`src/rtl/m_mem_loader_pkg.sv`:
```
// Shared sizing constants and state encoding for the modulus RAM loader.
// The same constants size the operand memories.
package m_mem_loader_pkg;

  localparam int DATA_WIDTH     = 32;
  localparam int ADDR_WIDTH     = 7;
  localparam int TOTAL_ADDR     = 128;
  localparam int BYTES_PER_WORD = DATA_WIDTH / 8;
  localparam int BCNT_WIDTH     = (BYTES_PER_WORD > 1) ? $clog2(BYTES_PER_WORD) : 1;

  localparam logic [ADDR_WIDTH-1:0] LAST_ADDR = ADDR_WIDTH'(TOTAL_ADDR - 1);

  typedef enum logic [1:0] {
    ST_IDLE     = 2'd0,
    ST_ASSEMBLE = 2'd1,
    ST_WRITE    = 2'd2,
    ST_FINISH   = 2'd3
  } state_e;

endpackage

```
`src/rtl/m_mem_loader_if.sv`:
```
// Byte-stream valid/ready handshake between the host bridge (master) and the loader (slave).
interface m_mem_loader_if;

  logic [7:0] in_byte;
  logic       in_valid;
  logic       in_ready;

  modport master (output in_byte, output in_valid, input in_ready);
  modport slave  (input in_byte, input in_valid, output in_ready);

endinterface

```
`src/rtl/m_mem_loader_byte_packer.sv`:
```
// Packs accepted bytes little-endian into one RAM word; flags the push that completes it.
module m_mem_loader_byte_packer
  import m_mem_loader_pkg::*;
(
  input  logic                  clock_i,
  input  logic                  reset_i,
  input  logic                  clear_i,
  input  logic                  push_i,
  input  logic [7:0]            byte_i,
  output logic                  word_full_o,
  output logic [DATA_WIDTH-1:0] word_o
);

  logic [BCNT_WIDTH-1:0] cnt_q, cnt_d;
  logic [DATA_WIDTH-1:0] word_q, word_d;

  assign word_full_o = push_i && (cnt_q == BCNT_WIDTH'(BYTES_PER_WORD - 1));
  assign word_o      = word_q;

  always_comb begin
    cnt_d  = cnt_q;
    word_d = word_q;
    if (clear_i) begin
      cnt_d  = '0;
      word_d = '0;
    end else if (push_i) begin
      word_d[8*int'(cnt_q) +: 8] = byte_i;
      cnt_d = word_full_o ? '0 : cnt_q + 1'b1;
    end
  end

  always_ff @(posedge clock_i) begin
    if (reset_i) begin
      cnt_q  <= '0;
      word_q <= '0;
    end else begin
      cnt_q  <= cnt_d;
      word_q <= word_d;
    end
  end

endmodule

```
`src/rtl/m_mem_loader.sv`:
```
// Byte-serial loader filling the modulus operand RAM, addresses 0..TOTAL_ADDR-1.
// state    | meaning
// IDLE     | waiting for start
// ASSEMBLE | accepting bytes into the current word
// WRITE    | one-cycle RAM write of the assembled word
// FINISH   | done pulse, then back to IDLE
module m_mem_loader
  import m_mem_loader_pkg::*;
(
  input  logic                  clock_i,
  input  logic                  reset_i,
  input  logic                  start_i,
  input  logic                  abort_i,
  m_mem_loader_if.slave         in_if,
  output logic [ADDR_WIDTH-1:0] wr_address_o,
  output logic [DATA_WIDTH-1:0] wr_data_o,
  output logic                  wren_o,
  output logic                  busy_o,
  output logic                  done_o
);

  state_e                state_q, state_d;
  logic [ADDR_WIDTH-1:0] word_cnt_q, word_cnt_d;
  logic                  in_ready_q, in_ready_d;
  logic                  wren_q, wren_d;
  logic                  busy_q, busy_d;
  logic                  done_q, done_d;
  logic                  pack_clear, pack_push, word_full;
  logic [DATA_WIDTH-1:0] pack_word;

  assign pack_push = in_if.in_valid && in_ready_q;

  m_mem_loader_byte_packer u_byte_packer (
    .clock_i     (clock_i),
    .reset_i     (reset_i),
    .clear_i     (pack_clear),
    .push_i      (pack_push),
    .byte_i      (in_if.in_byte),
    .word_full_o (word_full),
    .word_o      (pack_word)
  );

  always_ff @(posedge clock_i) begin
    if (reset_i) begin
      state_q    <= ST_IDLE;
      word_cnt_q <= '0;
      in_ready_q <= 1'b0;
      wren_q     <= 1'b0;
      busy_q     <= 1'b0;
      done_q     <= 1'b0;
    end else begin
      state_q    <= state_d;
      word_cnt_q <= word_cnt_d;
      in_ready_q <= in_ready_d;
      wren_q     <= wren_d;
      busy_q     <= busy_d;
      done_q     <= done_d;
    end
  end

  // Abort arriving with the last byte of a word means that word never reaches wren.
  always_comb begin
    state_d    = state_q;
    word_cnt_d = word_cnt_q;
    pack_clear = 1'b0;
    unique case (state_q)
      ST_IDLE: begin
        if (start_i) begin
          state_d    = ST_ASSEMBLE;
          word_cnt_d = '0;
          pack_clear = 1'b1;
        end
      end
      ST_ASSEMBLE: begin
        if (abort_i)        state_d = ST_IDLE;
        else if (word_full) state_d = ST_WRITE;
      end
      ST_WRITE: begin
        if (abort_i) begin
          state_d = ST_IDLE;
        end else if (word_cnt_q == LAST_ADDR) begin
          state_d = ST_FINISH;
        end else begin
          state_d    = ST_ASSEMBLE;
          word_cnt_d = word_cnt_q + 1'b1;
          pack_clear = 1'b1;
        end
      end
      ST_FINISH: state_d = ST_IDLE;
      default:   state_d = ST_IDLE;
    endcase
  end

  always_comb begin
    in_ready_d = (state_d == ST_ASSEMBLE);
    wren_d     = (state_d == ST_WRITE);
    busy_d     = (state_d != ST_IDLE);
    done_d     = (state_d == ST_FINISH);
  end

  assign in_if.in_ready = in_ready_q;
  assign wr_address_o   = word_cnt_q;
  assign wr_data_o      = pack_word;
  assign wren_o         = wren_q;
  assign busy_o         = busy_q;
  assign done_o         = done_q;

endmodule

```
`src/flat_wrapper.sv`:
```
// flat-port wrapper written by rule: the top's interface ports become plain ports
module m_mem_loader_flat import m_mem_loader_pkg::*;
  (clock_i, reset_i, start_i, abort_i, wr_address_o, wr_data_o, wren_o, busy_o, done_o, in_if_in_byte, in_if_in_valid, in_if_in_ready);
  m_mem_loader_if in_if_i ();
  input  logic clock_i;
  input  logic reset_i;
  input  logic start_i;
  input  logic abort_i;
  output logic [ADDR_WIDTH-1:0] wr_address_o;
  output logic [DATA_WIDTH-1:0] wr_data_o;
  output logic wren_o;
  output logic busy_o;
  output logic done_o;
  input wire logic [$bits(in_if_i.in_byte)-1:0] in_if_in_byte;
  input wire logic [$bits(in_if_i.in_valid)-1:0] in_if_in_valid;
  output wire logic [$bits(in_if_i.in_ready)-1:0] in_if_in_ready;
  assign in_if_i.in_byte = in_if_in_byte;
  assign in_if_i.in_valid = in_if_in_valid;
  assign in_if_in_ready = in_if_i.in_ready;
  m_mem_loader u_core (.clock_i(clock_i), .reset_i(reset_i), .start_i(start_i), .abort_i(abort_i), .in_if(in_if_i), .wr_address_o(wr_address_o), .wr_data_o(wr_data_o), .wren_o(wren_o), .busy_o(busy_o), .done_o(done_o));
endmodule
```
`config.mk`:
```
export PLATFORM = sky130hd
export DESIGN_NAME = m_mem_loader_flat
export DESIGN_NICKNAME = d
export VERILOG_FILES = /design/src/rtl/m_mem_loader_pkg.sv /design/src/rtl/m_mem_loader_if.sv /design/src/rtl/m_mem_loader_byte_packer.sv /design/src/rtl/m_mem_loader.sv /design/src/flat_wrapper.sv
export SDC_FILE = /design/constraint.sdc
export NUM_CORES = 1
export LEC_CHECK = 0
export ABC_AREA = 1
export BUFFER_PORTS_ARGS = -buffer_cell sky130_fd_sc_hd__buf_2
export CAP_MARGIN = 20
export CORE_ASPECT_RATIO = 1.1
export CORE_UTILIZATION = 55
export CTS_CLUSTER_DIAMETER = 50
export DETAILED_ROUTE_END_ITERATION = 12
export PLACE_DENSITY = 0.81
export SYNTH_ARGS = -nofsm -noshare
export SYNTH_HDL_FRONTEND = slang
export SYNTH_SLANG_ARGS = --single-unit
export TNS_END_PERCENT = 50
```
`constraint.sdc`:
```
create_clock -name clock_i -period 3.1 [get_ports clock_i]
set_input_delay 0.155 -clock clock_i [delete_from_list [all_inputs] [get_ports clock_i]]
set_output_delay 0.155 -clock clock_i [all_outputs]
set_load 0.01 [all_outputs]
```
[Word level (Yosys, flattened, before mapping)]
Index checks and enable logic that the tools add are counted.
Storage, ports and cells
  output and inout bits: 43
  word-level logic and storage cells: 47
  bits in registers: 47
Operators by class
  add/subtract/negate cells: 3
  reductions and logical operators: 7
  muxes and demuxes: 16
  shift-type cells: 2
  equality and inequality tests: 11
Operators by type and width (number)
  5-bit negator with 33-bit output: 1
  8-bit by 33-bit variable shift with 32-bit output, first input constant: 1
  8-bit by 33-bit indexed part select with 32-bit output: 1
  32-bit bitwise mux: 1
  7-bit two-way mux: 3
  7-bit case mux with 2 select lines: 1
  2-bit two-way mux: 6
  2-bit equality test, second input constant: 5
  2-bit case mux with 4 select lines: 1
  7-bit by 1-bit adder with 7-bit output, second input constant: 1
  7-bit equality test, second input constant: 1
  2-bit inequality test, second input constant: 3
  2-bit by 1-bit equality test with 1-bit output, second input constant: 2
  4-bit AND reduction: 1
  2-bit nonzero test: 2
  1-bit two-way mux: 3
  2-bit by 1-bit adder with 2-bit output, second input constant: 1
  1-bit logical AND: 2
  2-bit logical NOT: 1
  1-bit case mux with 2 select lines: 1
  2-bit OR reduction: 1

[Logic depth before layout (Yosys ltp)]
Gate-level depths: netlist of run 1.
  word-level depth: 6
  depth in mapped cells: 9

[Modules after synthesis]
Synthesis of run 1 repeated with hierarchy kept, for this count alone.
Unflattened totals
  cell total of the unflattened synthesis: 318
  area total of the unflattened synthesis: 2257.2 sq um
By module, submodules not included
  m_mem_loader_byte_packer: cells an instance 211, instances 1, sequential area each 680.7 sq um, area an instance 1525.2 sq um
  m_mem_loader: cells an instance 107, instances 1, sequential area each 260.2 sq um, area an instance 732.0 sq um

[Worst setup path before layout of run 1]
OpenSTA, ideal clock, no wires.
  path type: reg2reg
  start: register u_core.u_byte_packer.cnt_q[0]
  end: register u_core.u_byte_packer.word_q[11] (netlist: u_core.u_byte_packer.word_o[11])
  clock period less this slack: 1.715 ns
  cell stages (with the launch flop): 9
  data required time: 3.036 ns
  slack: 1.385 ns
  arrival time: 1.651 ns
  path buffers: 2
  cell sequence: dfxtp_1 -> inv_1 -> buf_2 -> ha_1 -> clkbuf_1 -> or2_2 -> nor2_1 -> a22oi_1 -> nor2_1
On the way
  word-level cells in the longest chain between the ends: 3
  elaborated cells between the ends (all ways): 4
  classes of those cells: add/sub (1); shift (2); mux (1)
RTL lines
  start: declaration: RTL line m_mem_loader_byte_packer.sv:14  | logic [BCNT_WIDTH-1:0] cnt_q, cnt_d;
  start signal: assignment: RTL line m_mem_loader_byte_packer.sv:37  | cnt_q <= cnt_d;
  5-bit negator with 33-bit output (*): RTL line m_mem_loader_byte_packer.sv:27  | word_d[8*int'(cnt_q) +: 8] = byte_i;
  8-bit by 33-bit indexed part select with 32-bit output or 8-bit by 33-bit variable shift with 32-bit output (tied branches): RTL line m_mem_loader_byte_packer.sv:27
  32-bit bitwise mux (*): RTL line m_mem_loader_byte_packer.sv:27
  end signal: assignment: RTL line m_mem_loader_byte_packer.sv:38  | word_q <= word_d;
  end: declaration: RTL line m_mem_loader_byte_packer.sv:15  | logic [DATA_WIDTH-1:0] word_q, word_d;
Every way passes the cells marked *; elsewhere a longest branch is shown, timed or not.
A chain may end at the register's enable or synchronous reset.

[Worst setup path after layout of run 1]
  start: register u_core.u_byte_packer.cnt_q[0]
  end: register u_core.u_byte_packer.word_q[19] (netlist: u_core.u_byte_packer.word_o[19])
The elaborated chain is that of the path after synthesis.

==> metrics.yaml, run 1 <==
synth_edf_count: 0
drt_wl_total_um: 4550
cap_viol_max_count: 0
grt_pass1_wl_um: 7250
fmax_mhz: 451
grt_max_degree: 35
syn-num-nets: 298
first_iter_violations: 168
cts_tree: "yes"
hold_violations: 0
cp-end-kind: "flop"
min_path_type: "input pin to flop"
cp_data_arrival_time_ps: 2440
cp-start-kind: "flop"
yosysMostFrequentCell: "nand2_1"
fin_tns_setup_ps: 0
gr-total-overflow: 0
drc: 0
post-route-util_pct: 67.0
cell_internal_pwr_mw: 0.795
async_reset_ff_share_pct: 0
detail_route.wl_per_cell_um: 11.8
status: "completed"
critical_path.max_fanout: 13
total_power_mw: 1.05
synth_cells: 279
antenna_found_initial: 0
yosysSeqAreaShare_pct: 45.5
cts_resized: 0
synthTopCellsByCount: "nand2_1 (57), dfxtp_1 (47), nor2_1 (45)"
rsz0062_at_grt: "no"
clock_skew_ps: 10.4
cp.required_ps: 3330
cts_max_level: 2
setup_violations: 0
area_growth_syn_to_layout_pct: 17.5
firstDrtPassIters: 5
syn_area_mm2: 0.00207
cts_buffers: 5
core_mm2: 0.00363
drv_slew: 0
finalCritPeriodShare_pct: 71.5
sequentialPowerShare_pct: 58.6
p_per_area_mw_per_mm2: 434
yosysUniqueCellTypes: 21
final-seq-area_um2: 941
vias: 1972
synth-seq-cells: 47
globalplace.congestion: 0.901
cts_max_path_buffers: 2
leakage_nw: 1.16
port-buffer-count: 55
start_util_pct: 57.0
worst_pin_slew_ps: 706
viasPerCell: 5.14
multiInputGateArea_um2: 947
fp.dieH_um: 66.3
yosys_warnings: 0
die_area_mm2: 0.00401
synth_top_area_cell: "dfxtp_1"
fillCellCount: 369
min_period_ps: 2220
post_cts.repair.setup_buffers: 0
critical_path_class: "flop to flop"
switching_share_pct: 24.6
combPwrFrac_pct: 8.0
synth_ff_type: "dfxtp_1"
grt_pass1_vias: 1690
io_pins: 56
antenna_cells: 0
cts_sinks: 47
insertion_delay_ps: 300
synth_area_leaders: "dfxtp_1 (45%), nand2_1 (10%), nor2_1 (8.2%)"
pwr-share-clk_pct: 33.4
clk_pin_slew_worst_paths_ps: 80
cts.root.buffer_cell: "clkbuf_8"
ir_drop_uv: 320
cts_hold_buf: 0
dp_hpwl_um: 3270
die_w_um: 60.5
relSlewSlack_pct: 52.7
drive_gt1_share_pct: 20.4
avgSynthCellArea_um2: 7.41
synth_top_area_share_pct: 45.5
rows: 23
final_antenna_net_count: 0
final_nets: 352
grt_use_total_pct: 24.1
switching_power_mw: 0.260
flip-flops by register name (all words and copies together) (netlist names):
name and cells:
u_core.in_if.in_ready 1, u_core.wren_o 1, u_core.state_q 2, u_core.busy_o 1, u_core.u_byte_packer.word_o 32, u_core.wr_address_o 7
u_core.done_o 1, u_core.u_byte_packer.cnt_q 2
per-stage QoR:
stage          worst slack, ps  hold WS [ps]  area [µm²]  std cells
2_1_floorplan             1380           224        2070        279
3_3_place_gp              1010           350        2350        376
3_5_place_dp               968           348        2350        376
4_1_cts                    942          32.3        2430        384
5_1_grt                    634          37.7        2430        384
6_report                   882          36.8        2430        384
power groups by stage:
stage	sequential (mW)	combinational [mW]	clock [mW]
floorplan	0.634	0.0560	0
global placement	0.632	0.0824	0
detailed placement	0.632	0.0839	0
CTS	0.618	0.0843	0.357
global route	0.619	0.0956	0.383
finish	0.618	0.0848	0.352
routing by layer:
layer  track usage [%]  vias to the layer above  part of all wire, %
met5                 0                        -                    0
met3              6.07                        9                  5.2
met1              29.4                      880                   47
met4              11.6                        0                  2.4
met2              38.9                       66                   46
li1                  -                     1017                    -
cells in the final DEF, fill, tap and decap left out, drive strengths merged:
| master | instances |
|---|---|
| a21oi | 22 |
| a22oi | 12 |
| buf | 55 |
| clkbuf | 7 |
| clkinv | 2 |
| dfxtp | 47 |
| ha | 6 |
| inv | 32 |
| nand2 | 59 |
| nand3 | 20 |
| nand4 | 14 |
| nor2 | 46 |
| nor3 | 1 |
| o21ai | 10 |
| or2 | 1 |
area by class of cell:
class	instances	area share [%]
sequential	47	38.7
tap	50	2.57
inverter	33	5.10
multi-input combinational	191	39.0
clock buffer	7	3.14
clock inverter	1	0.206
timing repair buffer	55	11.3
worst paths after layout:
kind              cells after the start                                            to  slack, ps                                   startpoint
setup / recovery                      6  u_core.u_byte_packer.word_o[19]$_SDFFE_PP0P_        880   u_core.u_byte_packer.cnt_q[0]$_SDFFE_PP0P_
hold / removal                        2                      u_core.done_o$_SDFF_PP0_         40                                      reset_i
setup reg to reg                      6  u_core.u_byte_packer.word_o[19]$_SDFFE_PP0P_        880   u_core.u_byte_packer.cnt_q[0]$_SDFFE_PP0P_
hold reg to reg                       2   u_core.u_byte_packer.word_o[3]$_SDFFE_PP0P_        460  u_core.u_byte_packer.word_o[3]$_SDFFE_PP0P_
critical path, stage by stage (launching register included):
cell	delay, ps
dfxtp_1	470
inv_1	250
ha_1	420
inv_1	100
nor2_1	550
nand4_1	190
a21oi_1	170
cells by family after synthesis:
group                      synth area share, %
and+or+nand+nor                           29.9
buffers and inverters                     8.71
AOI/OAI and AO/OA                         12.3
adders and majority gates                 3.63
DFF                                       45.5
No activity file was read; power rests on OpenSTA's default activity.
==> inputs of run 2 (changes only) <==
--- a/config.mk
+++ b/config.mk
@@ -9,10 +9,10 @@
 export BUFFER_PORTS_ARGS = -buffer_cell sky130_fd_sc_hd__buf_2
 export CAP_MARGIN = 20
 export CORE_ASPECT_RATIO = 1.1
-export CORE_UTILIZATION = 55
+export CORE_UTILIZATION = 51
 export CTS_CLUSTER_DIAMETER = 50
 export DETAILED_ROUTE_END_ITERATION = 12
-export PLACE_DENSITY = 0.81
+export PLACE_DENSITY = 0.76
 export SYNTH_ARGS = -nofsm -noshare
 export SYNTH_HDL_FRONTEND = slang
 export SYNTH_SLANG_ARGS = --single-unit
==> constraint.sdc (replaced) <==
create_clock -name clock_i -period 2.3 [get_ports clock_i]
set_input_delay 0.115 -clock clock_i [delete_from_list [all_inputs] [get_ports clock_i]]
set_output_delay 0.115 -clock clock_i [all_outputs]
set_load 0.01 [all_outputs]
==> metrics.yaml, run 2 (same netlist as run 1, synthesis figures left out) <==
globalplace.congestion: 0.818  # -9.2%
gr-total-overflow: 0  # unchanged
viasPerCell: 5.10  # -0.78%
firstDrtPassIters: 4  # -1
worst_pin_slew_ps: 438  # -268 ps
cts_tree: "yes"
final_common_cell: "nand2_1"
layoutNonFillerInstCount: 387  # +0.78%
placed_cell_area_mm2: 0.00236  # +0.64%
pwr-share-clk_pct: 40.2  # +6.8 points
fillCellCount: 362  # -1.9%
detail_route.wl_per_cell_um: 12.0  # +1.3%
hold_violations: 0  # unchanged
relSlewSlack_pct: 70.7  # +18 points
combPwrFrac_pct: 7.3  # -0.7 points
largest_reg_flops: 32  # unchanged
area_growth_syn_to_layout_pct: 20.7
regToRegSetupSlack_ps: 480  # -410 ps
antenna_found_initial: 0  # unchanged
io_pins: 56  # unchanged
fmax_mhz: 548  # +22%
switching_share_pct: 23.3  # -1.3 points
endpoint: "u_core.u_byte_packer.word_o[16]$_SDFFE_PP0P_"
rows: 23  # unchanged
fp.dieH_um: 68.8  # +3.7%
cp_data_arrival_time_ps: 2040  # -400 ps
drv_slew: 0  # unchanged
switching_power_mw: 0.370  # +42%
antenna_cells: 0  # unchanged
vias: 1972  # unchanged
post-route-util_pct: 66.2  # -0.83 points
r2r-end: "u_core.u_byte_packer.word_o[16]$_SDFFE_PP0P_"
sequentialPowerShare_pct: 52.5  # -6.1 points
drt_wl_total_um: 4640  # +2.0%
core_mm2: 0.00377  # +4.0%
min_period_ps: 1820  # -393 ps
first_iter_violations: 136  # -19%
cts.root.buffer_cell: "clkbuf_8"
min_path_type: "input pin to flop"
rr_worst_depth: 7  # +1
final_antenna_net_count: 0  # unchanged
rsz0062_at_grt: "no"
cap_viol_max_count: 0  # unchanged
insertion_delay_ps: 300  # about the same
port-buffer-count: 55  # unchanged
cts_sinks: 47  # unchanged
grt_use_total_pct: 22.1  # -2.0 points
cts_buffers: 5  # unchanged
drc: 0  # unchanged
post-place-cells: 378  # +0.53%
grt_pass1_wl_um: 7380  # +1.8%
grt_max_degree: 35  # unchanged
die_area_mm2: 0.00431  # +7.6%
cts_hold_buf: 1  # +1
cp.required_ps: 2520  # -810 ps
post_cts.repair.setup_buffers: 0  # unchanged
status: "completed"
critical_path_class: "flop to flop"
finalCritPeriodShare_pct: 79.3  # +7.8 points
cp-start-kind: "flop"
cell_internal_pwr_mw: 1.22  # +53%
clock_skew_ps: 9.94  # -0.440 ps
setup_violations: 0  # unchanged
grt_pass1_vias: 1601  # -5.3%
fin_tns_setup_ps: 0  # unchanged
final_cell_mix: "nand2_1 (57), buf_2 (55), dfxtp_1 (47)"
ir_drop_uv: 416  # +30%
cts_resized: 0  # unchanged
clk_pin_slew_worst_paths_ps: 90  # about the same
critical_path.max_fanout: 9  # -4
cts_max_path_buffers: 2  # unchanged
drive_gt1_share_pct: 21.4  # +1.0 points
final_area_mm2: 0.00250  # +2.7%
critPathLaunch: "u_core.u_byte_packer.cnt_q[0]$_SDFFE_PP0P_"
cp-end-kind: "flop"
final_nets: 355  # +0.85%
p_per_area_mw_per_mm2: 636  # +47%
start_util_pct: 54.9  # -2.2 points
cts_max_level: 2  # unchanged
die_w_um: 62.7  # +3.7%
timing.rr.start: "u_core.u_byte_packer.cnt_q[0]$_SDFFE_PP0P_"
dp_hpwl_um: 3360  # +2.7%
leakage_nw: 1.19  # +2.9%
## run 2: changes by cell type in the layout (fill, tap and decap cells not counted), sizes merged
cell	before	now
buf	55	57
bufinv	0	1
clkbuf	7	6
clkinv	2	1
dlygate4sd3	0	1
inv	32	33
## run 2: power groups by stage
stage               clock (mW)  sequential (mW)  combinational, mW
detailed placement           0            0.852              0.114
global route             0.683            0.834              0.130
global placement             0            0.851              0.113
floorplan                    0            0.855             0.0754
finish                   0.638            0.833              0.116
CTS                      0.648            0.833              0.116
## run 2: cell type report
cell class	instances	area, µm²	area share, %
multi-input cells	191	947	37.9
clock buffers	6	82.6	3.31
repair buffers	58	300	12.0
flip-flops and latches	47	941	37.7
well taps	50	62.6	2.51
inverters	33	124	4.96
clock inverters	2	38.8	1.55
## run 2: per-stage QoR
| step | setup slack (ps) | hold WS (ps) | total power, mW |
|---|---|---|---|
| 3_3_place_gp | 588 | 311 | 0.965 |
| 5_1_grt | 262 | 123 | 1.65 |
| 3_5_place_dp | 509 | 306 | 0.966 |
| 2_1_floorplan | 585 | 184 | 0.931 |
| 4_1_cts | 482 | 109 | 1.60 |
| 6_report | 475 | 106 | 1.59 |
## run 2: how the worst min path moves through the flow
stage                          start                                           to  slack (ps)  depth (start not counted)
floorplan                    reset_i          u_core.wr_address_o[2]$_SDFFE_PP0P_         180                          1
global placement             reset_i                     u_core.done_o$_SDFF_PP0_         310                          2
detailed placement           reset_i          u_core.wr_address_o[2]$_SDFFE_PP0P_         310                          2
CTS                 in_if_in_byte[6]  u_core.u_byte_packer.word_o[6]$_SDFFE_PP0P_         110                          3
global route        in_if_in_byte[6]  u_core.u_byte_packer.word_o[6]$_SDFFE_PP0P_         120                          3
finish              in_if_in_byte[6]  u_core.u_byte_packer.word_o[6]$_SDFFE_PP0P_         110                          3
## run 2: critical path, stage by stage (launching register included)
cell and delay, ps:
dfxtp_1 480, inv_1 120, ha_1 340, inv_1 90
nor2_1 240, buf_4 210, nand4_1 90, a21oi_1 180
## run 2: routing by layer
| layer | GRT usage, % | routed length, µm | vias to the layer above |
|---|---|---|---|
| met3 | 4.61 | 271 | 6 |
| met2 | 34.8 | 2110 | 67 |
| met1 | 29.6 | 2190 | 865 |
| met5 | 0 | 0 | - |
| met4 | 9.88 | 68 | 0 |
| li1 | - | - | 1034 |
==> inputs of run 3 (changes only) <==
--- a/config.mk
+++ b/config.mk
@@ -9,10 +9,10 @@
 export BUFFER_PORTS_ARGS = -buffer_cell sky130_fd_sc_hd__buf_2
 export CAP_MARGIN = 20
 export CORE_ASPECT_RATIO = 1.1
-export CORE_UTILIZATION = 51
+export CORE_UTILIZATION = 46
 export CTS_CLUSTER_DIAMETER = 50
 export DETAILED_ROUTE_END_ITERATION = 12
-export PLACE_DENSITY = 0.76
+export PLACE_DENSITY = 0.72
 export SYNTH_ARGS = -nofsm -noshare
 export SYNTH_HDL_FRONTEND = slang
 export SYNTH_SLANG_ARGS = --single-unit
==> constraint.sdc (replaced) <==
create_clock -name clock_i -period 1.5 [get_ports clock_i]
set_input_delay 0.075 -clock clock_i [delete_from_list [all_inputs] [get_ports clock_i]]
set_output_delay 0.075 -clock clock_i [all_outputs]
set_load 0.01 [all_outputs]
==> metrics.yaml, run 3 (same netlist as run 1, synthesis figures left out) <==
cts_max_path_buffers: 2  # unchanged
cts_buffers: 5  # unchanged
dp_hpwl_um: 3640  # +8.4%
r2r-end: "u_core.u_byte_packer.word_o[20]$_SDFFE_PP0P_"
total_power_mw: 2.24  # +41%
cp-start-kind: "flop"
grt_pass1_vias: 1827  # +14%
cp_data_arrival_time_ps: 1670  # -370 ps
antenna_cells: 0  # unchanged
hold_violations: 0  # unchanged
port-buffer-count: 55  # unchanged
viasPerCell: 5.14  # +0.83%
regToRegSetupSlack_ps: 60  # -420 ps
critical_path.max_fanout: 8  # -1
gr-total-overflow: 0  # unchanged
drive_gt1_share_pct: 31.0  # +9.6 points
rr_worst_depth: 7  # unchanged
final_antenna_net_count: 0  # unchanged
rows: 25  # +8.7%
globalplace.congestion: 0.818  # about the same
cp-end-kind: "flop"
status: "completed"
insertion_delay_ps: 300  # about the same
fp.dieH_um: 72.3  # +5.1%
largest_reg_flops: 32  # unchanged
start_util_pct: 47.9  # -6.9 points
drt_wl_total_um: 4980  # +7.2%
first_iter_violations: 113  # -17%
vias: 2086  # +5.8%
cts_sinks: 47  # unchanged
die_w_um: 65.9  # +5.1%
cp.required_ps: 1730  # -790 ps
ir_drop_uv: 406  # -2.4%
critical_path_class: "flop to flop"
cts.root.buffer_cell: "clkbuf_8"
clock_skew_ps: 10.9  # +0.914 ps
final_cell_mix: "nand2_1 (55), buf_2 (55), dfxtp_1 (44)"
setup_slack_ps: 58.9  # -417 ps
die_area_mm2: 0.00477  # +11%
leakage_nw: 1.25  # +5.0%
placed_cell_area_mm2: 0.00251  # +6.3%
grt_use_total_pct: 22.2  # +0.037 points
p_per_area_mw_per_mm2: 839  # +32%
final_area_mm2: 0.00267  # +6.9%
firstDrtPassIters: 4  # unchanged
worst_pin_slew_ps: 319  # -119 ps
area_growth_syn_to_layout_pct: 29.0
relSlewSlack_pct: 78.6  # +7.9 points
finalCritPeriodShare_pct: 96.1  # +17 points
dp_slack_ps: 41.7  # -467 ps
antenna_found_initial: 0  # unchanged
final_nets: 370  # +4.2%
rsz0062_at_grt: "yes"
critPathLaunch: "u_core.u_byte_packer.cnt_q[0]$_SDFFE_PP0P_"
endpoint: "u_core.u_byte_packer.word_o[20]$_SDFFE_PP0P_"
io_pins: 56  # unchanged
min_path_type: "input pin to flop"
cap_viol_max_count: 0  # unchanged
post_cts.repair.setup_buffers: 0  # unchanged
drv_slew: 0  # unchanged
grt_max_degree: 35  # unchanged
setup_violations: 0  # unchanged
cts_max_level: 2  # unchanged
detail_route.wl_per_cell_um: 12.3  # +2.2%
drc: 0  # unchanged
grt_pass1_wl_um: 8180  # +11%
timing.rr.start: "u_core.u_byte_packer.cnt_q[0]$_SDFFE_PP0P_"
min_period_ps: 1440  # -383 ps
clk_pin_slew_worst_paths_ps: 90  # about the same
fmax_mhz: 694  # +27%
cts_tree: "yes"
core_mm2: 0.00432  # +15%
==> run 3: changes by cell type in the layout (fill, tap and decap cells not counted), moves of 4 or more <==
cell / before / now
a21oi_2: 1 / 6
a21oi_1: 21 / 16
buf_4: 2 / 15
nor2_1: 45 / 39
nor2_2: 0 / 5
inv_1: 31 / 27
==> run 3: power breakdown <==
group	switching, mW	internal (mW)
Sequential	0.0109	1.26
Clock	0.421	0.328
Combinational	0.138	0.0781
==> run 3: worst max-delay path, cell delays in order, from the launching register on <==
cell and delay (ps):
dfxtp_4 360, clkinvlp_4 150, ha_4 330, inv_4 50
nor2_4 90, buf_6 130, nand4_1 130, a21oi_2 140
==> run 3: how the worst min path moves through the flow <==
stage	from	end	slack, ps	cells past startpoint
2_1_floorplan	reset_i	u_core.wr_address_o[2]$_SDFFE_PP0P_	140	1
3_5_place_dp	reset_i	u_core.wr_address_o[2]$_SDFFE_PP0P_	270	2
4_1_cts	in_if_in_byte[7]	u_core.u_byte_packer.word_o[7]$_SDFFE_PP0P_	60	3
6_report	in_if_in_byte[7]	u_core.u_byte_packer.word_o[7]$_SDFFE_PP0P_	60	3
3_3_place_gp	reset_i	u_core.done_o$_SDFF_PP0_	270	2
5_1_grt	in_if_in_byte[1]	u_core.u_byte_packer.word_o[1]$_SDFFE_PP0P_	80	3
==> run 3: layout make-up <==
type,count,area (µm²)
Clock buffer,6,72.6
Clock inverter,2,11.3
Fill cell,396,1650
Inverter,33,130
Multi-Input combinational cell,191,1010
Sequential cell,47,947
Tap cell,54,67.6
Timing Repair Buffer,73,429
==> run 3: per-stage QoR <==
| step | hold slack (ps) | utilization, % | setup TNS [ps] | std cells |
|---|---|---|---|---|
| floorplan | 144 | - | -229 | 279 |
| global placement | 272 | 58.2 | 0 | 397 |
| detailed placement | 271 | 58.2 | 0 | 397 |
| CTS | 57.7 | 60.4 | 0 | 406 |
| global route | 82.4 | 61.8 | -69.4 | 406 |
| finish | 61.7 | 61.8 | 0 | 406 |
==> run 3: metal layers <==
layer / global-route usage, % / vias to the layer above / share of wire [%]
li1: - / 1056 / -
met1: 29.1 / 950 / 45
met2: 34.5 / 71 / 47
met3: 5.50 / 9 / 5.6
met4: 9.46 / 0 / 2.2
met5: 0 / - / 0
==> run 3: what timing repair did <==
action                     4_1_cts  5_1_grt
gates resized for setup          0       24
hold endpoints to repair         2        0
setup endpoints to repair        0       37
hold buffers                     1        0
